===== src/rtl/pipe_skid_reg_if.sv =====
// Valid/ready handshake bundle for one elastic pipeline stage: upstream
// (in_*) and downstream (out_*) sides seen from the stage itself.
interface pipe_skid_reg_if #(
  parameter int WIDTH = 16
) ();
  logic             in_valid;
  logic             in_ready;
  logic [WIDTH-1:0] in_data;
  logic             out_valid;
  logic             out_ready;
  logic [WIDTH-1:0] out_data;

  // the stage consumes upstream beats and produces downstream beats
  modport slave (
    input  in_valid, in_data, out_ready,
    output in_ready, out_valid, out_data
  );

  // the surrounding pipeline drives the opposite direction
  modport master (
    output in_valid, in_data, out_ready,
    input  in_ready, out_valid, out_data
  );
endinterface


===== src/rtl/pipe_skid_reg.sv =====
// Elastic pipeline-stage register with a one-entry skid, masked flush and a
// saturating counter of entries discarded by flushes.
module pipe_skid_reg #(
  parameter int               WIDTH      = 16,
  parameter logic [WIDTH-1:0] FLUSH_MASK = {WIDTH{1'b1}},
  parameter int               CNT_WIDTH  = 8
) (
  input  logic                 clk,
  input  logic                 rst_n,
  input  logic                 flush,
  pipe_skid_reg_if.slave       bus,
  output logic [1:0]           occupancy,
  output logic [CNT_WIDTH-1:0] flush_drop_cnt
);

  typedef enum logic [1:0] {
    EMPTY = 2'd0,
    BUSY  = 2'd1,
    FULL  = 2'd2
  } state_t;

  state_t               state_r, state_nx;
  logic [WIDTH-1:0]     main_r, main_nx;
  logic [WIDTH-1:0]     skid_r, skid_nx;
  logic [CNT_WIDTH-1:0] cnt_r, cnt_nx;
  logic [1:0]           occ_r, occ_nx;
  logic                 in_ready_r, in_ready_nx;
  logic                 out_valid_r, out_valid_nx;
  logic                 in_fire_s, out_fire_s;
  logic [1:0]           drop_s;

  function automatic logic [CNT_WIDTH-1:0] sat_add(
    input logic [CNT_WIDTH-1:0] cnt,
    input logic [1:0]           inc
  );
    logic [CNT_WIDTH:0] sum;
    sum = {1'b0, cnt} + {{(CNT_WIDTH-1){1'b0}}, inc};
    if (sum[CNT_WIDTH]) begin
      sat_add = {CNT_WIDTH{1'b1}};
    end else begin
      sat_add = sum[CNT_WIDTH-1:0];
    end
  endfunction

  assign in_fire_s  = bus.in_valid & in_ready_r;
  assign out_fire_s = out_valid_r & bus.out_ready;
  // occupancy never underflows here: out_fire implies occ >= 1, in_fire implies occ <= 1
  assign drop_s     = occ_r - {1'b0, out_fire_s} + {1'b0, in_fire_s};

  // next-state, payload movement and flush handling
  always_comb begin
    state_nx = state_r;
    main_nx  = main_r;
    skid_nx  = skid_r;
    cnt_nx   = cnt_r;
    if (flush) begin
      state_nx = EMPTY;
      main_nx  = main_r & ~FLUSH_MASK;
      skid_nx  = {WIDTH{1'b0}};
      cnt_nx   = sat_add(cnt_r, drop_s);
    end else begin
      case (state_r)
        EMPTY: begin
          if (in_fire_s) begin
            main_nx  = bus.in_data;
            state_nx = BUSY;
          end else begin
            state_nx = EMPTY;
          end
        end
        BUSY: begin
          if (in_fire_s && out_fire_s) begin
            main_nx  = bus.in_data;
            state_nx = BUSY;
          end else if (in_fire_s) begin
            skid_nx  = bus.in_data;
            state_nx = FULL;
          end else if (out_fire_s) begin
            state_nx = EMPTY;
          end else begin
            state_nx = BUSY;
          end
        end
        FULL: begin
          if (out_fire_s) begin
            main_nx  = skid_r;
            state_nx = BUSY;
          end else begin
            state_nx = FULL;
          end
        end
        default: begin
          state_nx = EMPTY;
        end
      endcase
    end
  end

  // output flags are precomputed from the next state so they leave as flops
  always_comb begin
    occ_nx       = 2'd0;
    in_ready_nx  = 1'b1;
    out_valid_nx = 1'b0;
    case (state_nx)
      EMPTY: begin
        occ_nx       = 2'd0;
        in_ready_nx  = 1'b1;
        out_valid_nx = 1'b0;
      end
      BUSY: begin
        occ_nx       = 2'd1;
        in_ready_nx  = 1'b1;
        out_valid_nx = 1'b1;
      end
      FULL: begin
        occ_nx       = 2'd2;
        in_ready_nx  = 1'b0;
        out_valid_nx = 1'b1;
      end
      default: begin
        occ_nx       = 2'd0;
        in_ready_nx  = 1'b1;
        out_valid_nx = 1'b0;
      end
    endcase
  end

  // state, storage and output registers
  always_ff @(posedge clk or negedge rst_n) begin
    if (!rst_n) begin
      state_r     <= EMPTY;
      main_r      <= {WIDTH{1'b0}};
      skid_r      <= {WIDTH{1'b0}};
      cnt_r       <= {CNT_WIDTH{1'b0}};
      occ_r       <= 2'd0;
      in_ready_r  <= 1'b1;
      out_valid_r <= 1'b0;
    end else begin
      state_r     <= state_nx;
      main_r      <= main_nx;
      skid_r      <= skid_nx;
      cnt_r       <= cnt_nx;
      occ_r       <= occ_nx;
      in_ready_r  <= in_ready_nx;
      out_valid_r <= out_valid_nx;
    end
  end

  assign bus.in_ready   = in_ready_r;
  assign bus.out_valid  = out_valid_r;
  assign bus.out_data   = main_r;
  assign occupancy      = occ_r;
  assign flush_drop_cnt = cnt_r;

endmodule


===== src/flat_wrapper.sv =====
// flat-port wrapper written by rule: the top's interface ports become plain ports
module pipe_skid_reg_flat 
#(
  parameter int               WIDTH      = 16,
  parameter logic [WIDTH-1:0] FLUSH_MASK = {WIDTH{1'b1}},
  parameter int               CNT_WIDTH  = 8
)
  (clk, rst_n, flush, occupancy, flush_drop_cnt, bus_in_valid, bus_in_data, bus_out_ready, bus_in_ready, bus_out_valid, bus_out_data);
  pipe_skid_reg_if #(.WIDTH(WIDTH)) bus_i ();
  input  logic clk;
  input  logic rst_n;
  input  logic flush;
  output logic [1:0] occupancy;
  output logic [CNT_WIDTH-1:0] flush_drop_cnt;
  input wire logic [$bits(bus_i.in_valid)-1:0] bus_in_valid;
  input wire logic [$bits(bus_i.in_data)-1:0] bus_in_data;
  input wire logic [$bits(bus_i.out_ready)-1:0] bus_out_ready;
  output wire logic [$bits(bus_i.in_ready)-1:0] bus_in_ready;
  output wire logic [$bits(bus_i.out_valid)-1:0] bus_out_valid;
  output wire logic [$bits(bus_i.out_data)-1:0] bus_out_data;
  assign bus_i.in_valid = bus_in_valid;
  assign bus_i.in_data = bus_in_data;
  assign bus_i.out_ready = bus_out_ready;
  assign bus_in_ready = bus_i.in_ready;
  assign bus_out_valid = bus_i.out_valid;
  assign bus_out_data = bus_i.out_data;
  pipe_skid_reg #(.WIDTH(WIDTH), .FLUSH_MASK(FLUSH_MASK), .CNT_WIDTH(CNT_WIDTH)) u_core (.clk(clk), .rst_n(rst_n), .flush(flush), .bus(bus_i), .occupancy(occupancy), .flush_drop_cnt(flush_drop_cnt));
endmodule

===== config.mk =====
export PLATFORM = sky130hd
export DESIGN_NAME = pipe_skid_reg_flat
export DESIGN_NICKNAME = d
export VERILOG_FILES = /design/src/rtl/pipe_skid_reg_if.sv /design/src/rtl/pipe_skid_reg.sv /design/src/flat_wrapper.sv
export SDC_FILE = /design/constraint.sdc
export NUM_CORES = 1
export LEC_CHECK = 0
export ABC_AREA = 1
export BUFFER_PORTS_ARGS = -buffer_cell sky130_fd_sc_hd__buf_2
export CORE_MARGIN = 5
export CORE_UTILIZATION = 59
export DETAILED_ROUTE_END_ITERATION = 16
export PLACE_DENSITY_LB_ADDON = 0.3
export SLEW_MARGIN = 20
export SYNTH_ARGS = -nofsm -noshare
export SYNTH_HDL_FRONTEND = slang
export SYNTH_SLANG_ARGS = --single-unit

===== constraint.sdc =====
create_clock -name clk -period 6.5 [get_ports clk]
set_clock_uncertainty 0.15 [all_clocks]
set_input_delay 0.325 -clock clk [delete_from_list [all_inputs] [get_ports clk]]
set_output_delay 0.325 -clock clk [all_outputs]
set_load 0.005 [all_outputs]

## After elaboration in Yosys (flattened, before gate mapping)

Index checks and enable logic that the tools add are counted.

- Register bits after elaboration: 46
- Logic and storage cells: 47
- Output and inout port bits: 28

- $add $sub $neg: 3
- Reduce and logical (&&, ||, !) cells: 8
- Bitwise operators: 2
- Mux-type cells: 19
- Equality and inequality tests: 8

Operators by type and width:

| kind | count |
|---|---|
| $mux 16 | 7 |
| $pmux 16 s3 | 1 |
| $add 8x2->9 | 1 |
| $ne 3x2->1 const B | 3 |
| $mux 2 | 4 |
| $mux 8 | 1 |
| $pmux 2 s3 | 1 |
| $eq 2x1->1 const B | 2 |
| $eq 2x2->1 const B | 2 |
| $mux 1 | 4 |
| $pmux 2 s2 | 1 |
| $reduce_and 4->1 | 1 |
| $reduce_bool 2->1 | 2 |
| $reduce_bool 4->1 | 1 |
| $reduce_and 3->1 | 1 |
| $add 2x1->2 | 1 |
| $and 1x1->1 | 2 |
| $logic_not 2->1 | 1 |
| $ne 2x2->1 const B | 1 |
| $reduce_or 2->1 | 1 |
| $sub 2x1->2 | 1 |
| $logic_and 1x1->1 | 1 |

## Longest topological paths before layout

- Depth after elaboration: 9
- Mapped depth: 14
- Depth with buffers taken out: 14

## Worst setup path before layout

No wires, ideal clock.

- Path type: register to register
- Start: register u_core.out_valid_r, in the netlist u_core.bus.out_valid
- End: register u_core.cnt_r[2], in the netlist u_core.flush_drop_cnt[2]
- Buffers on the path: 0
- Setup time: 0.129 ns
- Slack: 4.062 ns
- Arrival time: 2.159 ns
- Period minus slack after synthesis: 2.438 ns
- Stages on the path, launching flop included: 13
- Cell sequence: dfrtp_1 -> nand2_1 -> inv_1 -> ha_1 -> inv_1 -> ha_1 -> xnor2_1 -> xor2_1 -> inv_1 -> fa_1 -> and3_1 -> nand3_2 -> o21ai_0

- Word-level cells in the longest chain between the ends: 5

Ends and longest elaborated chain:

| what | line | RTL |
|---|---|---|
| start, declared | pipe_skid_reg.sv:28 | `logic out_valid_r, out_valid_nx;` |
| start signal, assigned | pipe_skid_reg.sv:145 | `out_valid_r <= out_valid_nx;` |
| $and 1x1->1 | pipe_skid_reg.sv:46 | `assign out_fire_s = out_valid_r & bus.out_ready;` |
| $sub 2x1->2 | pipe_skid_reg.sv:48 | `assign drop_s = occ_r - {1'b0, out_fire_s} + {1'b0, in_fire_s};` |
| $add 2x1->2 | pipe_skid_reg.sv:48 |  |
| $add 8x2->9 | pipe_skid_reg.sv:37 | `sum = {1'b0, cnt} + {{(CNT_WIDTH-1){1'b0}}, inc};` |
| $mux 8 | pipe_skid_reg.sv:38 | `if (sum[CNT_WIDTH]) begin` |
| end signal, assigned | pipe_skid_reg.sv:134 | `cnt_r <= {CNT_WIDTH{1'b0}};` |
| end signal, assigned | pipe_skid_reg.sv:142 | `cnt_r <= cnt_nx;` |
| end, declared | pipe_skid_reg.sv:25 | `logic [CNT_WIDTH-1:0] cnt_r, cnt_nx;` |

No other way between the ends.
A chain may end at the register's enable or synchronous reset.

## Worst setup path in the final report

- Start: register u_core.out_valid_r, in the netlist u_core.bus.out_valid
- End: register u_core.cnt_r[0], in the netlist u_core.flush_drop_cnt[0]

The elaborated chain is that of the path after synthesis.

==> results_dict.tcl <==
set metrics [dict create \
    r2r.worst_path.cells 12 \
    die_h_um 73.7 \
    initial_core_util 0.603 \
    core_area_um2 3970 \
    hold_viol 0 \
    dpl.hpwl_um 3420 \
    worstPathArrival_ns 2.65 \
    status "completed" \
    antenna_found_initial 0 \
    crit_chain "nand2_1, inv_1, ha_1, inv_1, ha_1, xnor2_1, xor2_1, inv_1, fa_1, and3_1, nand3_2, o21ai_0" \
    clk_path_buf_depth 2 \
    slew_violations 0 \
    tns_ns 0 \
    synth_cell_types 29 \
    cts_root_buf "clkbuf_8" \
    crit_buf_inv 3 \
    grt_pass1_vias 1926 \
    cts_tree "done" \
    crit_path_start_kind "flop" \
    fin_hold_ws_ns 0.0857 \
    layout.nets 366 \
    vdd_drop_max_mv 0.207 \
    critical-path-top-delay-family "adder cells" \
    grt_pass1_wl_um 8780 \
    synth_compound_area_frac 0.0507 \
    critical_path_required_ns 6.52 \
    rsz0062_at_grt "no" \
    synth_top_family_by_area "simple AND/OR/NAND/NOR gates" \
    yosys-mux-area-fraction 0 \
    slowest_stage "fa_1" \
    io_buffers 48 \
    cts_sinks 46 \
    tightestPinTransition_ns 0.622 \
    cts_inserted_buffers 5 \
    critical_path.max_fanout 7 \
    fin_cells 386 \
    wl_per_cell_um 13.1 \
    layout-drive-gt1-share 0.241 \
    die-area_um2 5430 \
    finalPower_mw 0.735 \
    grt_max_degree 47 \
    gp_congestion 0.785 \
    yosys.area_share.simple 0.341 \
    yosysWarnings 0 \
    rows 23 \
    ys_seq_area_frac 0.481 \
    num_vias 1980 \
    synthTopCellsByArea "dfrtp_1 47%, nand2_1 17%, nand3_1 7.9%" \
    crit_path_end_kind "flop" \
    cpMostUsedCell "inv_1" \
    synth_xor_area_frac 0.00731 \
    fmax_mhz 380 \
    drtIter0Drc 139 \
    drt_pass1_iterations 4 \
    path_depth 12 \
    grtUsageTotal 0.207 \
    hold_buffers 0 \
    yosysTopAreaCell "dfrtp_1" \
    ys_ff_latch 46 \
    wl_um 5060 \
    synth_nets 320 \
    max_stage_delay_ns 0.42 \
    path_class "reg2reg" \
    die_w_um 73.7 \
    min_from "bus_in_data[7]" \
    post_drt_via_cell_ratio 5.13 \
    crit_start "u_core.bus.out_valid" \
    period_share 0.405 \
    syn_to_final_growth_pct 13.5 \
    grt_overflow 0 \
    maxCapViolations 0 \
    relSlewSlack 0.585 \
    final_util 0.684 \
    min_path_cells 3 \
    setup_viol 0 \
    post_cts_resized 0 \
    num_antenna_cells 0 \
    synthCells 289 \
    dpl.cell_count 377 \
    drc 0 \
    synth.top_cell.area_share 0.470 \
    num_io_pins 49 \
    ant_nets 0 \
    netlist_area_um2 2390 \
    postSynthAreaPerCell_um2 8.29 \
    htreeDepth 2 \
    p_leak_nw 1.55 \
    fin_crit_ns 2.63 \
    synth_adder_area_share 0.0554 \
    reg2reg_from "u_core.bus.out_valid" \
    cellPowerDensity_nw_per_um2 271 \
    cts_setup_buffers 0 \
    hold_path.class "in2reg" \
    insertion_delay_ns 0.30 \
    cts.clk_slew.worst_paths_ns 0.09 \
]
[per-stage QoR]
| step | setup slack, ns | instance area (µm²) |
|---|---|---|
| floorplan | 4.06 | 2390 |
| global placement | 3.90 | 2610 |
| detailed placement | 3.83 | 2610 |
| global route | 3.68 | 2720 |
| CTS | 3.86 | 2710 |
| finish | 3.87 | 2720 |
[metal layers]
metal  up-vias  global-route usage  routed length [µm]
met3         5              0.0492                 246
met2        45               0.335                2440
li1       1014                   -                   -
met1       916               0.282                2330
met4         0              0.0503                  45
met5         -                   0                   0
[worst register-to-register path, delay by kind of cell, from the launching register on]
kind / cells / cell delay [ns]
AOI/OAI and AO/OA: 1 / 0.11
adders and majority gates: 3 / 0.88
buffers and inverters: 3 / 0.22
DFF: 1 / 0.38
xor gates and xnor gates: 2 / 0.32
and+or+nand+nor: 3 / 0.45
[cell usage in the layout, fill, tap and decap left out, drive strengths merged]
master,count
a21oi,18
and3,1
buf,48
clkbuf,7
clkinv,1
dfrtp,45
dfstp,1
dlygate4sd3,1
fa,1
ha,9
inv,19
nand2,124
nand3,40
nand3b,2
nor2,11
o211ai,1
o21ai,4
or2,1
xnor2,1
xor2,1
[kinds of logic (layout without fill, tap and decap cells)]
logic type / count (synthesis) / in the layout
AO/OA/AOI/OAI: 23 / 23
XOR/XNOR: 2 / 2
adder cells (fa/ha/maj): 10 / 10
buffers and inverters: 29 / 76
flip-flops: 46 / 46
AND/OR/NAND/NOR: 179 / 179
[power breakdown]
group          switching [mW]  internal [mW]
combinational           0.116         0.0798
sequential             0.0321          0.327
clock                  0.0947         0.0859
total                   0.243          0.493
[final cells by class]
cell class / instances / area, µm²
Timing Repair Buffer: 49 / 253
Multi-Input combinational cell: 214 / 1090
Inverter: 19 / 71.3
Sequential cell: 46 / 1150
Clock buffer: 7 / 86.3
Clock inverter: 1 / 5.00
Tap cell: 50 / 62.6
Fill cell: 328 / 1250
[cell usage after synthesis (all sizes together)]
cell,instances
a21oi,18
and3,1
buf,9
clkbuf,1
dfrtp,45
dfstp,1
fa,1
ha,9
inv,19
nand2,124
nand3,40
nand3b,2
nor2,11
o211ai,1
o21ai,4
or2,1
xnor2,1
xor2,1
[sequential cells by signal, indices dropped and copies added, names as in the netlist]
register,flops
u_core.state_r,2
u_core.bus.out_valid,1
u_core.bus.in_ready,1
u_core.skid_r,16
u_core.flush_drop_cnt,8
u_core.bus.out_data,16
u_core.occupancy,2
[final timing paths]
kind | endpoint | slack (ns)
setup / recovery | u_core.flush_drop_cnt[0] | 3.87
hold / removal | u_core.skid_r[7] | 0.09
setup reg to reg | u_core.flush_drop_cnt[0] | 3.87
hold reg to reg | u_core.bus.out_data[13] | 0.36
max in group asynchronous | u_core.bus.out_data[5] | 5.40
min in group asynchronous | u_core.occupancy[0] | 0.42
(Power assumes the default switching activity.)
